$ cat config.mk
export PLATFORM = sky130hd
export DESIGN_NAME = data_array_refill_ctrl
export DESIGN_NICKNAME = d
export VERILOG_FILES = /design/src/rtl/data_array_refill_ctrl.sv
export SDC_FILE = /design/constraint.sdc
export NUM_CORES = 1
export LEC_CHECK = 0
export CORE_AREA = 2 2 190 192
export DETAILED_ROUTE_END_ITERATION = 12
export DIE_AREA = 0 0 192 194
export GPL_TIMING_DRIVEN = 1
export PLACE_DENSITY = 0.77
export SLEW_MARGIN = 40
export SYNTH_ARGS = -nofsm -noshare
export SYNTH_HDL_FRONTEND = slang
export SYNTH_SLANG_ARGS = --single-unit
$ cat constraint.sdc
create_clock -name clock -period 1.6 [get_ports clock]
set_input_delay 0.16 -clock clock [delete_from_list [all_inputs] [get_ports clock]]
set_output_delay 0.16 -clock clock [all_outputs]
set_load 0.03 [all_outputs]
$ cat src/rtl/data_array_refill_ctrl.sv
// Two-beat row refill into a 128-bit data array, plus a registered read path.
// Optional range checking: define DATA_ARRAY_ADDR_CHECK_EN.
module data_array_refill_ctrl #(
  parameter int ROWS = 40,
  parameter int AW = 6
) (
  input  logic          clock,
  input  logic          reset,
  input  logic          refill_valid,
  output logic          refill_ready,
  input  logic [AW-1:0] refill_addr,
  input  logic [63:0]   refill_data,
  input  logic          rd_req_valid,
  output logic          rd_req_ready,
  input  logic [AW-1:0] rd_req_addr,
  output logic          rd_resp_valid,
  output logic [127:0]  rd_resp_data,
  output logic [AW-1:0] arr_R0_addr,
  output logic          arr_R0_en,
  output logic [AW-1:0] arr_W0_addr,
  output logic          arr_W0_en,
  output logic [127:0]  arr_W0_data,
  input  logic [127:0]  arr_R0_data,
  output logic          err
);

  typedef enum logic [1:0] {
    IDLE,
    HALF,
    WRITE
  } state_t;

  state_t        state_q, state_d;
  logic [AW-1:0] row_q;
  logic [63:0]   lo_q, hi_q;
  logic          beat_acc, rd_acc, hazard;
  logic          rd_oob, row_bad_q;

  assign refill_ready = !reset && (state_q != WRITE);
  assign beat_acc = refill_valid && refill_ready;

  // A row being assembled must not be read until it has landed.
  assign hazard = (state_q != IDLE) && (rd_req_addr == row_q);
  assign rd_req_ready = !reset && !hazard;
  assign rd_acc = rd_req_valid && rd_req_ready;

`ifdef DATA_ARRAY_ADDR_CHECK_EN
  logic wr_oob, err_q;

  assign rd_oob = {1'b0, rd_req_addr} >= (AW+1)'(ROWS);
  assign wr_oob = {1'b0, refill_addr} >= (AW+1)'(ROWS);

  always_ff @(posedge clock) begin
    if (reset) begin
      err_q     <= 1'b0;
      row_bad_q <= 1'b0;
    end else begin
      if (beat_acc && state_q == IDLE)
        row_bad_q <= wr_oob;
      if ((rd_acc && rd_oob) ||
          (beat_acc && state_q == IDLE && wr_oob))
        err_q <= 1'b1;
    end
  end

  assign err = err_q;
`else
  logic unused_rows;

  assign unused_rows = (ROWS > 0);
  assign rd_oob = 1'b0;
  assign row_bad_q = 1'b0;
  assign err = 1'b0;
`endif

  always_ff @(posedge clock) begin
    if (reset) state_q <= IDLE;
    else       state_q <= state_d;
  end

  always_comb begin
    state_d = state_q;
    unique case (state_q)
      IDLE:    if (beat_acc) state_d = HALF;
      HALF:    if (beat_acc) state_d = WRITE;
      WRITE:   state_d = IDLE;
      default: state_d = IDLE;
    endcase
  end

  always_ff @(posedge clock) begin
    if (reset) begin
      row_q <= '0;
      lo_q  <= '0;
      hi_q  <= '0;
    end else if (beat_acc) begin
      if (state_q == IDLE) begin
        row_q <= refill_addr;
        lo_q  <= refill_data;
      end else begin
        hi_q  <= refill_data;
      end
    end
  end

  assign arr_W0_en   = !reset && (state_q == WRITE) && !row_bad_q;
  assign arr_W0_addr = row_q;
  assign arr_W0_data = {hi_q, lo_q};

  assign arr_R0_en   = rd_acc && !rd_oob;
  assign arr_R0_addr = rd_req_addr;

  always_ff @(posedge clock) begin
    if (reset) begin
      rd_resp_valid <= 1'b0;
      rd_resp_data  <= '0;
    end else begin
      rd_resp_valid <= rd_acc;
      if (rd_acc)
        rd_resp_data <= rd_oob ? '0 : arr_R0_data;
    end
  end

endmodule

==> results.py <==
metrics = {
    "finish": {
        "fin_nets": 2165,
        "fill_cells": 3126,
        "fin_cells": 2443,
        "drive_gt1_share_pct": 11.44,
        "mostFrequentLayoutCell": "nand2_1",
        "areaGrowthSynthToFinish_pct": 57.85,
        "final_cell_mix": "270 x nand2_1, 257 x dfxtp_1, 255 x dlygate4sd2_1",
        "fin_area_sq_um": 19330,
    },
    "sta": {
        "setup_ws_ns": -0.2551,
        "hold_violations": 0,
        "whs_ns": 0.08474,
        "skew_ns": 0.02228,
        "max_clock_freq_mhz": 539.1,
        "period_share_pct": 115.9,
        "setup_viol": 109,
        "layout_min_cycle_time_ns": 1.855,
        "grt_setup_unrepaired": "yes",
        "report.final.slew_viol_count": 0,
    },
    "yosys": {
        "synth_cells": 1526,
        "synth_top_cell_by_area": "dfxtp_1",
        "synthesis.area_sq_um": 12240,
        "ys_warn_count": 0,
        "avgSynthCellArea_sq_um": 8.023,
        "ys_top_cells_by_area": "dfxtp_1 43%, o2111ai_1 9.2%, o311ai_1 9.1%, nand2_1 8.3%, and3_1 6.6%",
        "seq_area_frac_synth_pct": 43.33,
        "synth_cell_types": 26,
        "ys_seq_elements": 265,
        "synth_top_area_share_pct": 43.33,
        "synth-edff-count": 0,
        "synth_flop_cell": "dfxtp_1",
        "synth_fp_nets": 1734,
        "synthArstFlopShare_pct": 0,
    },
    "floorplanning": {
        "placementRows": 69,
        "fp.dieW_um": 192,
        "io_pins": 482,
        "die_h_um": 194,
        "core_area_sq_um": 35220,
        "die_area_sq_um": 37250,
        "start_util_pct": 34.76,
    },
    "detailed_routing": {
        "vias": 13680,
        "via_per_inst": 5.598,
        "post-route-drc-count": 0,
        "routedWlPerCell_um": 20.34,
        "postRouteAntennaNets": 0,
        "drt_wl_total_um": 49680,
        "firstDrtPassIters": 5,
        "first_iter_violations": 877,
    },
    "run_status": {
        "violations": "negative setup slack",
        "status": "finished with violations",
    },
    "place": {
        "place_area_sq_um": 18100,
        "place.gp.congestion": 0.8789,
        "placed_cells": 2370,
        "dp_hpwl_um": 33220,
        "port_buffers": 480,
    },
    "global_routing": {
        "grt_pass1_wl_um": 73860,
        "grt_max_degree": 87,
        "grt_pass1_vias": 13260,
        "antenna_found_initial": 7,
        "grt_usage_pct": 24.55,
        "overflow": 0,
    },
    "power": {
        "p_per_area_nw_per_um2": 904.6,
        "power_leakage_nw": 8.215,
        "peakVddDrop_uv": 904.5,
    },
    "clock_tree": {
        "htreeDepth": 1,
        "clockBufferDepth": 3,
        "clk_latency_ns": 0.56,
        "cts_tree": "built",
        "cts_buffers": 29,
        "cts_sinks": 265,
        "clk_pin_slew_ns": 0.06,
        "cts_root_buf": "clkbuf_16",
    },
    "critical_path": {
        "timing.rr.start": "arr_W0_addr[3]",
        "arrival_ns": 1.70,
        "r2r-end": "rd_resp_data[9]",
        "r2r_cells": 7,
        "crit_fanout": 3,
        "startpoint_type": "flip-flop",
        "worst_setup_path_end_kind": "primary output",
        "ff2ff_setup_slack_ns": -0.19,
        "path_class": "reg2out",
        "cp.required_ns": 1.44,
    },
    "hold_path": {
        "holdPathEnd": "rd_resp_data[125]",
        "min-delay-start": "reset",
        "holdCritPathClass": "in2reg",
        "holdPathStages": 4,
    },
    "run": {
        "max_cap_viol_count": 0,
    },
}
stage by stage:
stage	setup TNS (ns)	util, %	power (W)	setup slack [ns]
6_report	-8.948	54.87	0.01748	-0.2551
3_3_place_gp	-58.75	51.39	0.01104	-0.5296
2_1_floorplan	-0.01892	-	0.009103	-0.01892
5_1_grt	-16.77	54.85	0.01810	-0.2962
4_1_cts	-8.352	53.58	0.01742	-0.2491
3_5_place_dp	-66.49	51.39	0.01110	-0.6223
sequential cells by signal (all words and copies together) (netlist names):
| name | flops |
|---|---|
| arr_W0_addr | 6 |
| hi_q | 64 |
| lo_q | 64 |
| rd_resp_data | 128 |
| rd_resp_valid | 1 |
| state_q | 2 |
cell type report:
type | instances | area [sq um] | share of cell area [%]
multi-input cells | 940 | 5923 | 30.65
repair buffers | 592 | 6093 | 31.53
flip-flops and latches | 265 | 5325 | 27.55
diodes | 7 | 17.52 | 0.09064
clock buffers | 39 | 803.3 | 4.156
well taps | 461 | 576.8 | 2.985
clock inverters | 10 | 92.59 | 0.4791
inverters | 129 | 494.2 | 2.557
synth_stat cells (2+ instances only):
cell       count
dfxtp_1      265
xnor2_1        7
and3_1       129
buf_4         12
inv_1        128
a21oi_1      135
buf_2         52
nor3_1         2
nor3b_1        2
nand2_1      270
clkbuf_1     108
nand3_1      129
o311ai_1     127
buf_1          9
o2111ai_1    128
nor2_1         3
buf_6         11
power breakdown:
part	switching, W	total, W	internal [W]
clock	0.00282	0.00649	0.00367
sequential	0.000223	0.00716	0.00693
combinational	0.00224	0.00384	0.00160
cells by family (layout without fill, tap and decap cells):
| logic type | Yosys count | after routing | share of synthesized area, % |
|---|---|---|---|
| AND/OR/NAND/NOR | 539 | 539 | 20.67 |
| other | 1 | 8 | 0.03063 |
| XOR/XNOR | 7 | 7 | 0.5008 |
| buffers and inverters | 321 | 770 | 11.42 |
| flip-flops | 265 | 265 | 43.33 |
| AO/OA/AOI/OAI | 393 | 393 | 24.05 |
layer usage:
layer	global-route usage, %	up-vias	wire length, um
li1	-	6385	-
met1	28.68	6504	18530
met2	41.48	668	23790
met3	8.452	120	5489
met4	8.793	0	1874
met5	0	-	0
worst max-delay path, cell delays in order (launching register included):
cell and delay (ns):
dfxtp_4 0.36, xnor2_4 0.18, o2111ai_4 0.18, nor2_4 0.20, nor3b_4 0.07, buf_12 0.15
worst max-delay path by stage:
stage | start | slack (ns) | cells after the start | to
floorplan | arr_W0_addr[4] | -0.02 | 6 | arr_R0_en
global placement | rd_req_addr[3] | -0.53 | 7 | rd_resp_data[49]
finish | arr_W0_addr[3] | -0.26 | 5 | arr_R0_en
detailed placement | rd_req_addr[3] | -0.62 | 7 | rd_resp_data[40]
global route | arr_W0_addr[0] | -0.30 | 5 | arr_R0_en
CTS | arr_W0_addr[3] | -0.25 | 5 | arr_R0_en
timing repair:
item | 4_1_cts | 5_1_grt
cloned | 0 | 8
pin swaps | 9 | 17
hold buffers | 1 | 0
setup endpoints to repair | 394 | 148
resized for setup | 296 | 46
setup buffers | 6 | 4
hold endpoints to repair | 1 | 0
Power figures use the tool's default switching activity.
